[config.mk]
export PLATFORM = sky130hd
export DESIGN_NAME = l15_port_arb
export DESIGN_NICKNAME = d
export VERILOG_FILES = /design/src/rtl/l15_port_arb.sv
export SDC_FILE = /design/constraint.sdc
export NUM_CORES = 1
export LEC_CHECK = 0
export BUFFER_PORTS_ARGS = -buffer_cell sky130_fd_sc_hd__buf_2
export CORE_AREA = 2 2 339 341
export CTS_CLUSTER_DIAMETER = 80
export CTS_CLUSTER_SIZE = 40
export DETAILED_ROUTE_END_ITERATION = 8
export DIE_AREA = 0 0 341 343
export PLACE_DENSITY = 0.3
export SLEW_MARGIN = 20
export SYNTH_ARGS = -nofsm -noshare
export SYNTH_HDL_FRONTEND = slang
export SYNTH_SLANG_ARGS = --single-unit
[constraint.sdc]
create_clock -name clk -period 4 [get_ports clk]
set_clock_uncertainty 0.2 [all_clocks]
set_input_delay 0.6 -clock clk [delete_from_list [all_inputs] [get_ports clk]]
set_output_delay 0.6 -clock clk [all_outputs]
set_load 0.02 [all_outputs]
[src/rtl/l15_port_arb.sv]
// l15_port_arb -- multi-port front end for the L1.5 transducer interface.
//
// Merges NUM_PORTS core-side request ports onto the single transducer->L1.5
// request channel. Arbitration is round-robin, and each port has an
// outstanding-request credit limit. L1.5 responses are routed back to the
// port named by the upper threadid bits. Invalidations (INV_RTYPE) are
// broadcast to every port and retire only after all ports have accepted them.
//
// Ports (P = NUM_PORTS, DT = TID_W + PORT_IDX_W):
//   clk, rst_n                    clock, asynchronous active-low reset
//   port_req_*        [P]         packed per-port requests, port 0 in the LSBs
//   port_req_ack      [P]         one-cycle accept pulse to the granted port
//   transducer_l15_*              merged request toward L1.5, threadid = {port, tid}
//   l15_transducer_ack            L1.5 accepts the request in this cycle
//   l15_transducer_*              response from L1.5, held until req_ack
//   transducer_l15_req_ack        response retire pulse
//   port_resp_val     [P]         per-port response valid
//   port_resp_*                   shared response fields, port index stripped
//   port_resp_ack     [P]         per-port response accept
module l15_port_arb #(
  parameter int          NUM_PORTS       = 2,
  parameter int          PORT_IDX_W      = 1,
  parameter int          TID_W           = 1,
  parameter int          MAX_OUTSTANDING = 2,
  parameter logic [3:0]  INV_RTYPE       = 4'd3
) (
  input  logic                              clk,
  input  logic                              rst_n,

  input  logic [NUM_PORTS-1:0]              port_req_val,
  input  logic [5*NUM_PORTS-1:0]            port_req_rqtype,
  input  logic [NUM_PORTS-1:0]              port_req_nc,
  input  logic [3*NUM_PORTS-1:0]            port_req_size,
  input  logic [TID_W*NUM_PORTS-1:0]        port_req_threadid,
  input  logic [40*NUM_PORTS-1:0]           port_req_address,
  input  logic [64*NUM_PORTS-1:0]           port_req_data,
  output logic [NUM_PORTS-1:0]              port_req_ack,

  output logic                              transducer_l15_val,
  output logic [4:0]                        transducer_l15_rqtype,
  output logic                              transducer_l15_nc,
  output logic [2:0]                        transducer_l15_size,
  output logic [TID_W+PORT_IDX_W-1:0]       transducer_l15_threadid,
  output logic [39:0]                       transducer_l15_address,
  output logic [63:0]                       transducer_l15_data,
  input  logic                              l15_transducer_ack,

  input  logic                              l15_transducer_val,
  input  logic [3:0]                        l15_transducer_returntype,
  input  logic [TID_W+PORT_IDX_W-1:0]       l15_transducer_threadid,
  input  logic [255:0]                      l15_transducer_data,
  output logic                              transducer_l15_req_ack,

  output logic [NUM_PORTS-1:0]              port_resp_val,
  output logic [3:0]                        port_resp_returntype,
  output logic [TID_W-1:0]                  port_resp_threadid,
  output logic [255:0]                      port_resp_data,
  input  logic [NUM_PORTS-1:0]              port_resp_ack
);

  localparam int CNT_W = 3;
  localparam int DT    = TID_W + PORT_IDX_W;
  localparam logic [PORT_IDX_W-1:0] LAST_PORT = PORT_IDX_W'(NUM_PORTS - 1);
  localparam logic [CNT_W-1:0]      CNT_MAX   = CNT_W'(MAX_OUTSTANDING);

  typedef enum logic {
    S_IDLE  = 1'b0,
    S_GRANT = 1'b1
  } state_t;

  // Saturating credit update: a simultaneous issue and retire cancel out,
  // and a retire with no credit in use is ignored.
  function automatic logic [CNT_W-1:0] cnt_next(input logic [CNT_W-1:0] cnt,
                                                 input logic inc,
                                                 input logic dec);
    logic [CNT_W-1:0] res;
    res = cnt;
    if (inc && !dec)
      res = cnt + 1'b1;
    else if (dec && !inc && (cnt != '0))
      res = cnt - 1'b1;
    return res;
  endfunction

  state_t                  r_state;
  logic [PORT_IDX_W-1:0]   r_gnt;
  logic [PORT_IDX_W-1:0]   r_rr_ptr;
  logic [CNT_W-1:0]        r_cnt [NUM_PORTS];
  logic [NUM_PORTS-1:0]    r_done;

  logic [NUM_PORTS-1:0]    w_eligible;
  logic                    w_pick_found;
  logic [PORT_IDX_W-1:0]   w_pick_idx;
  logic                    w_req_fire;
  logic [NUM_PORTS-1:0]    w_inc;
  logic [NUM_PORTS-1:0]    w_dec;
  logic [TID_W-1:0]        w_gnt_tid;

  logic                    w_bcast;
  logic [PORT_IDX_W-1:0]   w_rsp_idx;
  logic [NUM_PORTS-1:0]    w_target;
  logic [NUM_PORTS-1:0]    w_acked;
  logic                    w_complete;

  // ---------------------------------------------------------------- request
  always_comb begin
    for (int p = 0; p < NUM_PORTS; p++)
      w_eligible[p] = port_req_val[p] && (r_cnt[p] < CNT_MAX);
  end

  // Round-robin pick: offset i from r_rr_ptr, lowest offset wins. Iterating
  // offsets from high to low lets the lowest eligible offset overwrite last.
  always_comb begin
    w_pick_found = 1'b0;
    w_pick_idx   = '0;
    for (int i = NUM_PORTS - 1; i >= 0; i--) begin
      for (int p = 0; p < NUM_PORTS; p++) begin
        if (w_eligible[p] &&
            (r_rr_ptr == PORT_IDX_W'((p - i + NUM_PORTS) % NUM_PORTS))) begin
          w_pick_found = 1'b1;
          w_pick_idx   = PORT_IDX_W'(p);
        end
      end
    end
  end

  always_ff @(posedge clk or negedge rst_n) begin
    if (!rst_n) begin
      r_state  <= S_IDLE;
      r_gnt    <= '0;
      r_rr_ptr <= '0;
    end else begin
      case (r_state)
        S_IDLE: begin
          if (w_pick_found) begin
            r_gnt   <= w_pick_idx;
            r_state <= S_GRANT;
          end
        end
        S_GRANT: begin
          if (l15_transducer_ack) begin
            r_rr_ptr <= (r_gnt == LAST_PORT) ? '0 : r_gnt + 1'b1;
            r_state  <= S_IDLE;
          end
        end
        default: r_state <= S_IDLE;
      endcase
    end
  end

  assign transducer_l15_val = (r_state == S_GRANT);
  assign w_req_fire         = transducer_l15_val && l15_transducer_ack;

  // Request fields follow the registered grant, so port_req_val never reaches
  // transducer_l15_val combinationally.
  always_comb begin
    transducer_l15_rqtype  = '0;
    transducer_l15_nc      = 1'b0;
    transducer_l15_size    = '0;
    transducer_l15_address = '0;
    transducer_l15_data    = '0;
    w_gnt_tid              = '0;
    for (int p = 0; p < NUM_PORTS; p++) begin
      if (r_gnt == PORT_IDX_W'(p)) begin
        transducer_l15_rqtype  = port_req_rqtype[p*5 +: 5];
        transducer_l15_nc      = port_req_nc[p];
        transducer_l15_size    = port_req_size[p*3 +: 3];
        transducer_l15_address = port_req_address[p*40 +: 40];
        transducer_l15_data    = port_req_data[p*64 +: 64];
        w_gnt_tid              = port_req_threadid[p*TID_W +: TID_W];
      end
    end
  end

  assign transducer_l15_threadid = {r_gnt, w_gnt_tid};

  always_comb begin
    for (int p = 0; p < NUM_PORTS; p++)
      port_req_ack[p] = w_req_fire && (r_gnt == PORT_IDX_W'(p));
  end

  // --------------------------------------------------------------- response
  assign w_bcast   = (l15_transducer_returntype == INV_RTYPE);
  assign w_rsp_idx = l15_transducer_threadid[DT-1:TID_W];

  // An out-of-range port index matches no bit, so the target is empty and
  // the response retires on its first cycle.
  always_comb begin
    for (int p = 0; p < NUM_PORTS; p++)
      w_target[p] = w_bcast || (w_rsp_idx == PORT_IDX_W'(p));
  end

  assign port_resp_val = l15_transducer_val ? (w_target & ~r_done) : '0;
  assign w_acked       = port_resp_ack & port_resp_val;
  assign w_complete    = l15_transducer_val &&
                         (((r_done | w_acked) & w_target) == w_target);

  assign transducer_l15_req_ack = w_complete;
  assign port_resp_returntype   = l15_transducer_returntype;
  assign port_resp_threadid     = l15_transducer_threadid[TID_W-1:0];
  assign port_resp_data         = l15_transducer_data;

  always_ff @(posedge clk or negedge rst_n) begin
    if (!rst_n)
      r_done <= '0;
    else if (w_complete)
      r_done <= '0;
    else
      r_done <= r_done | w_acked;
  end

  // ---------------------------------------------------------------- credits
  always_comb begin
    for (int p = 0; p < NUM_PORTS; p++) begin
      w_inc[p] = w_req_fire && (r_gnt == PORT_IDX_W'(p));
      w_dec[p] = w_complete && !w_bcast && (w_rsp_idx == PORT_IDX_W'(p));
    end
  end

  always_ff @(posedge clk or negedge rst_n) begin
    if (!rst_n) begin
      for (int p = 0; p < NUM_PORTS; p++)
        r_cnt[p] <= '0;
    end else begin
      for (int p = 0; p < NUM_PORTS; p++)
        r_cnt[p] <= cnt_next(r_cnt[p], w_inc[p], w_dec[p]);
    end
  end

endmodule

After elaboration in Yosys (flattened, before gate mapping):

Index checks and enable logic that the tools add are counted.

* shift-type cells: 0
* magnitude comparators: 2
* add/sub/neg operators: 5
* divide/modulo/power cells: 0
* multiplexer cells: 23
* multipliers: 0
* eq/ne operators: 2
* bitwise gates (word level): 9
* reductions and logical operators: 32

Operators by type and width (number)
* 64-bit two-way mux: 1
* 40-bit two-way mux: 1
* 1-bit logical AND: 19
* 3-bit two-way mux: 5
* 1-bit two-way mux: 12
* 3-bit by 1-bit adder with 3-bit output (second input constant): 2
* 2-bit bitwise AND: 3
* 3-bit by 2-bit < comparator with 1-bit output (second input constant): 2
* 3-bit nonzero test: 2
* 3-bit by 1-bit subtractor with 3-bit output (second input constant): 2
* 1-bit zero test: 5
* 5-bit two-way mux: 1
* 4-bit by 2-bit equality test with 1-bit output (second input constant): 1
* 2-bit two-way mux: 2
* 1-bit inverter: 4
* 2-bit AND reduction: 2
* 2-bit nonzero test: 2
* 2-bit equality test: 1
* 1-bit logical OR: 2
* 2-bit inverter: 1
* 2-bit OR: 1
* 1-bit case mux with 2 select lines: 1
* 1-bit adder (second input constant): 1

* RAM bits: 0
* input port bits: 498
* output and inout bits: 382
* word-level logic and storage cells: 79
* bits in latches: 0
* memories: 0
* register bits: 11
* ROM bits: 0

Logic depth before layout (Yosys ltp):

Gate-level depths: netlist of run 1.

* depth in word-level cells: 15
* depth in mapped cells: 9
* depth with buffers taken out: 7

Worst setup path before layout of run 1:

Ideal clock, no wire load.

* kind: input -> register
* from: in l15_transducer_ack
* to: reg r_cnt[5] (netlist bit)
* data required time: 3.721 ns
* cell stages on the path: 7
* setup time: 0.079 ns
* data arrival time: 2.196 ns
* setup slack: 1.524 ns
* buffers on the path: 1
* path through: and3b_1 > clkbuf_1 > o31a_1 > inv_1 > fa_1 > mux2_2 > mux2i_1

* word-level cells in the longest chain between the ends: 6
* elaborated cells between the ends (all ways): 8
* those cells by class: 1 x mux; 7 x reduce/logical

RTL lines
* start, declared: RTL line 46 `input logic l15_transducer_ack,`
* 1-bit logical AND *: RTL line 152 `assign w_req_fire = transducer_l15_val && l15_transducer_ack;`
* 1-bit logical AND *
* via port_req_ack[0]: RTL line 37 `output logic [NUM_PORTS-1:0] port_req_ack,`
* 1-bit zero test: RTL line 80 `else if (dec && !inc && (cnt != '0))`
* 1-bit logical AND (2 in a row): RTL line 80
* 2-bit nonzero test (no source line)
* end signal, assigned by index: RTL line 226 `r_cnt[p] <= cnt_next(r_cnt[p], w_inc[p], w_dec[p]);`
* end, declared: RTL line 88 `logic [CNT_W-1:0] r_cnt [NUM_PORTS];`

The timed path passes the listed nets; every way through them passes the cells marked *.
A chain may end at the register's enable or synchronous reset.

Worst setup path after layout of run 1:

* from: reg r_gnt
* to: out transducer_l15_data[2]

* word-level cells in the longest chain between the ends: 1

RTL lines
* start, declared: RTL line 86 `logic [PORT_IDX_W-1:0] r_gnt;`
* start signal, assigned: RTL line 136 `r_gnt <= w_pick_idx;`
* 64-bit two-way mux: RTL line 164 `if (r_gnt == PORT_IDX_W'(p)) begin`
* end, declared: RTL line 45 `output logic [63:0] transducer_l15_data,`

No other way between the ends.

==> results of run 1 <==
==> cells in the final DEF (no fill, tap or decap), types with 2 or more instances in the layout <==
cell	n
o31a_1	2
nand2_1	6
nor2_1	16
o21ai_0	4
mux2_2	115
o21a_1	3
fa_1	2
o22ai_1	2
buf_2	365
mux2i_1	6
dfrtp_1	10
diode_2	6
clkbuf_16	3
a21o_1	2
inv_1	2
==> flip-flops by register name, summed over array words and instances, names as in the netlist <==
name                count
r_gnt                   1
r_done                  2
r_cnt                   6
r_rr_ptr                1
transducer_l15_val      1
==> cells by family (layout without fill, tap and decap cells) <==
| logic type | after synthesis | in the layout |
|---|---|---|
| AO/OA/AOI/OAI | 20 | 20 |
| adder cells (fa/ha/maj) | 2 | 2 |
| buffers and inverters | 280 | 373 |
| flip-flops | 11 | 11 |
| multiplexers | 121 | 121 |
| other | 0 | 6 |
| AND/OR/NAND/NOR | 35 | 35 |
==> power breakdown <==
group	internal [W]	total (W)	switching [W]	leakage, nW
Clock	0.000134	0.000188	0.0000536	0.0382
Sequential	0.000162	0.000315	0.000153	0.134
Combinational	0.000908	0.00242	0.00151	2.09
==> path summary, 6_finish.rpt <==
path / startpoint / to / cells past startpoint
worst min-delay path: rst_n / r_cnt[1] / 1
worst max-delay path: r_gnt / transducer_l15_data[2] / 3
min in group clk: r_rr_ptr / r_rr_ptr / 1
worst min register to register: r_rr_ptr / r_rr_ptr / 1
max in group asynchronous: rst_n / r_gnt / 1
worst max register to register: r_gnt / r_cnt[2] / 5
==> area by class of cell <==
type	count	area [um^2]
repair buffers	367	1850
fillers	13530	108000
clock buffers	4	78.8
multi-input cells	178	1730
inverters	2	7.51
diodes	6	15.0
well taps	1512	1890
flip-flops and latches	11	279
==> per-layer routing <==
| metal | vias to the layer above | GRT usage | wire (um) |
|---|---|---|---|
| met2 | 474 | 0.100 | 16900 |
| li1 | 1500 | - | - |
| met5 | - | 0 | 14 |
| met1 | 1653 | 0.0877 | 18500 |
| met4 | 4 | 0.0231 | 2190 |
| met3 | 115 | 0.0340 | 5150 |
==> worst max-delay path, delay by kind of cell, from the launching register on <==
kind	cells	cell delay, ps
DFF	1	850
muxes	1	420
buffers and inverters	2	720
==> through the flow <==
step                  util  cell area, um^2  cells
floorplan                -             4060    469
global placement    0.0508             5760   2070
detailed placement  0.0508             5760   2070
CTS                 0.0515             5840   2074
global route        0.0515             5840   2074
finish              0.0516             5860   2080
==> flow_summary.json, run 1 <==
{
  "status": "complete, no violations",
  "rsz0062_at_grt": "false",
  "cp.arrival_ps": 2290,
  "drt_iter0_markers": 104,
  "cp_max_fo": 37,
  "synth_mux_area_frac": 0.334,
  "ir_drop_mv": 0.236,
  "finalPower_w": 0.00293,
  "syn_inst": 469,
  "slew_headroom": 0.549,
  "root_buffer": "clkbuf_16",
  "worst_slack_ps": 911,
  "ios": 880,
  "synth_enable_flop_cells": 0,
  "max_freq_ghz": 0.324,
  "post-synth-top-count-cell": "buf_4",
  "dr.pass1.iters": 4,
  "finalSetupViolCount": 0,
  "hp-class": "in2async",
  "clk_path_buf_depth": 2,
  "grt_pass1_wl_um": 50200,
  "synth_fp_nets": 969,
  "yosysTopAreaCell": "buf_4",
  "drive_gt1_frac": 0.870,
  "track_usage": 0.0688,
  "io_buffer_count": 365,
  "slowest_delay_ps": 850,
  "netlist_area_mm2": 0.00406,
  "post-route-min-period_ps": 3090,
  "hold-worst-slack_ps": 36.0,
  "finalSetupTns_ps": 0,
  "htree_levels": 1,
  "die_h_um": 343,
  "gp_congestion": 0.745,
  "critical_path.cell_chain": "buf_4 -> mux2_2 -> buf_2",
  "wl_per_cell_um": 20.6,
  "ys_top_cells_by_count": "buf_4, mux2_2, nor2_1, dfrtp_1, clkbuf_1",
  "grt_max_degree": 48,
  "vias_per_cell": 1.80,
  "ys_seq_elements": 11,
  "initial_core_util": 0.0358,
  "synth-seq-area-share": 0.0678,
  "routed_wl_um": 42800,
  "cts_tree": "built",
  "cp-end-kind": "output port",
  "critPathSlowestCell": "dfrtp_4",
  "drc": 0,
  "antenna_found_initial": 19,
  "synth-simple-area-share": 0.0471,
  "final-max-slew-violation-count": 0,
  "num_rows": 124,
  "grt_pass1_vias": 3903,
  "synth_top_family_by_area": "buffers and inverters",
  "clk_pin_slew_worst_paths_ps": 40,
  "yosys.cell_types.count": 36,
  "layout.nets": 1063,
  "cap_violations": 0,
  "cts_made_buffers": 3,
  "synth_compound_area_frac": 0.0351,
  "p_per_area_mw_per_mm2": 500,
  "design.core.area_mm2": 0.113,
  "post_cts_resized": 0,
  "leakage_nw": 2.26,
  "ys_warn_count": 0,
  "cts_setup_buffers": 0,
  "drtAntennaViolNets": 0,
  "die_area_mm2": 0.117,
  "syn_avg_cell_area_um2": 8.66,
  "synth_area_leaders": "buf_4, mux2_2, dfrtp_1, mux2i_1, nor2_1",
  "min_period_over_period": 0.772,
  "die_x_um": 341,
  "synth_xor_area_frac": 0,
  "cp-start-kind": "flip-flop",
  "crit_required_ps": 3200,
  "rrSetupSlack_ps": 1220,
  "area_delta_synth_final_pct": 44.1,
  "hold_viol": 0,
  "cts.sinks": 11,
  "dp_slack_ps": 1100,
  "synthArstFlopShare": 1.00,
  "num_vias": 3746,
  "dp_hpwl_um": 40000,
  "criticalPathCategory": "reg2out",
  "yosysTopAreaCellShare": 0.486,
  "synth_fa_ha_area_frac": 0.00986,
  "clk_latency_ps": 240,
  "hold_buffers": 0,
  "gr-total-overflow": 0,
  "synth_ff_type": "dfrtp_1",
  "worstMarginPinSlew_ps": 677
}
No activity file was read; power rests on OpenSTA's default activity.
==> inputs of run 2 (changes only) <==
--- a/config.mk
+++ b/config.mk
@@ -6,11 +6,11 @@
 export NUM_CORES = 1
 export LEC_CHECK = 0
 export BUFFER_PORTS_ARGS = -buffer_cell sky130_fd_sc_hd__buf_2
-export CORE_AREA = 2 2 339 341
+export CORE_AREA = 2 2 342 344
 export CTS_CLUSTER_DIAMETER = 80
 export CTS_CLUSTER_SIZE = 40
 export DETAILED_ROUTE_END_ITERATION = 8
-export DIE_AREA = 0 0 341 343
+export DIE_AREA = 0 0 344 346
 export PLACE_DENSITY = 0.3
 export SLEW_MARGIN = 20
 export SYNTH_ARGS = -nofsm -noshare
==> constraint.sdc (replaced) <==
create_clock -name clk -period 3.1 [get_ports clk]
set_clock_uncertainty 0.2 [all_clocks]
set_input_delay 0.465 -clock clk [delete_from_list [all_inputs] [get_ports clk]]
set_output_delay 0.465 -clock clk [all_outputs]
set_load 0.02 [all_outputs]
==> run 2 against run 1 <==
Routed wire length barely moved. Non-clock buffer count rose by 7. Via count fell by 1.2%. Critical path type unchanged. Largest power group unchanged.
==> flow_summary.json, run 2 (synthesis gave the netlist of run 1 again) <==
{
  "p_sw_frac": 0.598,
  "mostFrequentLayoutCell": "buf_2",
  "dr.pass1.iters": 4,
  "largestRegisters": "r_cnt: 6 flops, r_done: 2 flops",
  "min_period_over_period": 0.869,
  "cts_made_buffers": 3,
  "p_int_w": 0.00162,
  "grt_max_degree": 61,
  "hp-class": "reg2reg",
  "area_delta_synth_final_pct": 45.8,
  "crit_required_ps": 2430,
  "cts.sinks": 11,
  "cp-start-kind": "flip-flop",
  "criticalPathCategory": "reg2out",
  "antenna-diode-count": 0,
  "rsz0062_at_grt": "false",
  "p_clk_frac": 0.061,
  "drt_iter0_markers": 87,
  "layout.nets": 1070,
  "design.core.area_mm2": 0.115,
  "grt_use_met2": 0.0846,
  "cts_tree": "built",
  "vias_per_cell": 1.77,
  "drtAntennaViolNets": 0,
  "p_sw_w": 0.00241,
  "fin_util": 0.0513,
  "hold_viol": 0,
  "status": "complete, no violations",
  "post_cts_resized": 0,
  "grt_pass1_vias": 3857,
  "dp_hpwl_um": 39900,
  "slew_headroom": 0.595,
  "routed_wl_um": 42700,
  "gr-total-overflow": 0,
  "die_area_mm2": 0.119,
  "num_vias": 3701,
  "antenna_found_initial": 25,
  "gp_congestion": 0.779,
  "fillers": 13826,
  "top_register": "r_cnt",
  "cts_setup_buffers": 0,
  "multi_input_area_mm2": 0.00173,
  "clk_latency_ps": 240,
  "hold_buffers": 1,
  "drc": 0,
  "grt_util_met3": 0.0636,
  "worstMarginPinSlew_ps": 603,
  "finalSetupViolCount": 0,
  "cap_violations": 0,
  "grt-busiest-layer": "met2",
  "drive_gt1_frac": 0.870,
  "ir_drop_mv": 0.187,
  "leakage_nw": 2.30,
  "combPwrFrac": 0.866,
  "io_buffer_count": 365,
  "wl_per_cell_um": 20.4,
  "final-max-slew-violation-count": 0,
  "cp-end-kind": "output port",
  "num_rows": 125,
  "grt_pass1_wl_um": 50500,
  "track_usage": 0.0681,
  "clk_path_buf_depth": 2,
  "initial_core_util": 0.0352,
  "seqCellArea_um2": 279,
  "cp_max_fo": 60,
  "clk_pin_slew_worst_paths_ps": 40,
  "final_cell_mix": "buf_2, mux2_2, nor2_1",
  "ios": 880,
  "cp.arrival_ps": 2030,
  "die_x_um": 344,
  "die_h_um": 346,
  "htree_levels": 1,
  "pwr-share-seq": 0.073,
  "finalSetupTns_ps": 0,
  "post-route-min-period_ps": 2690,
  "max_freq_ghz": 0.371,
  "p_per_area_mw_per_mm2": 679,
  "largest_reg_flops": 6,
  "met1_usage": 0.0777,
  "root_buffer": "clkbuf_16"
}
## run 2: layout make-up
type	instances	area share
repair buffers	374	0.324
multi-input cells	178	0.292
clock buffers	4	0.0133
flip-flops and latches	11	0.0471
well taps	1524	0.322
inverters	2	0.00127
## run 2: worst max-delay path: stages, from the launching register on
cell and delay [ps]:
dfrtp_4 450, buf_12 210, buf_4 350, mux2_2 350, buf_2 170
## run 2: through the flow
step | total power (W) | worst slack, ps | instance area, um^2 | instances | hold WS, ps
floorplan | 0.00261 | 668 | 4060 | 469 | -30.6
global placement | 0.00394 | 527 | 5830 | 2088 | 184
detailed placement | 0.00393 | 533 | 5830 | 2088 | 181
CTS | 0.00421 | 469 | 5920 | 2093 | 277
global route | 0.00436 | 334 | 5920 | 2093 | 294
finish | 0.00402 | 405 | 5920 | 2093 | 273
## run 2: per-layer routing
metal / vias up / wire, um
met1: 1548 / 16700
met5: - / 192
met4: 30 / 2120
met2: 471 / 14900
li1: 1501 / -
met3: 151 / 8840
## run 2: final timing paths
| kind | slack [ps] | from | end | depth (start not counted) |
|---|---|---|---|---|
| worst max register to register | 810 | r_done[1] | r_cnt[2] | 5 |
| max in group asynchronous | 2000 | rst_n | r_gnt | 2 |
| min in group asynchronous | 440 | rst_n | r_done[0] | 2 |
| worst min-delay path | 270 | r_rr_ptr | r_rr_ptr | 1 |
| worst min register to register | 270 | r_rr_ptr | r_rr_ptr | 1 |
| worst max-delay path | 410 | r_gnt | transducer_l15_rqtype[3] | 4 |
## run 2: power groups by stage
stage                     registers (W)  logic [W]  clock network (W)
after global routing           0.000310    0.00379           0.000260
final                          0.000295    0.00348           0.000246
after floorplan                0.000277    0.00234                  0
after global placement         0.000302    0.00364                  0
after detailed placement       0.000297    0.00364                  0
after CTS                      0.000297    0.00366           0.000255
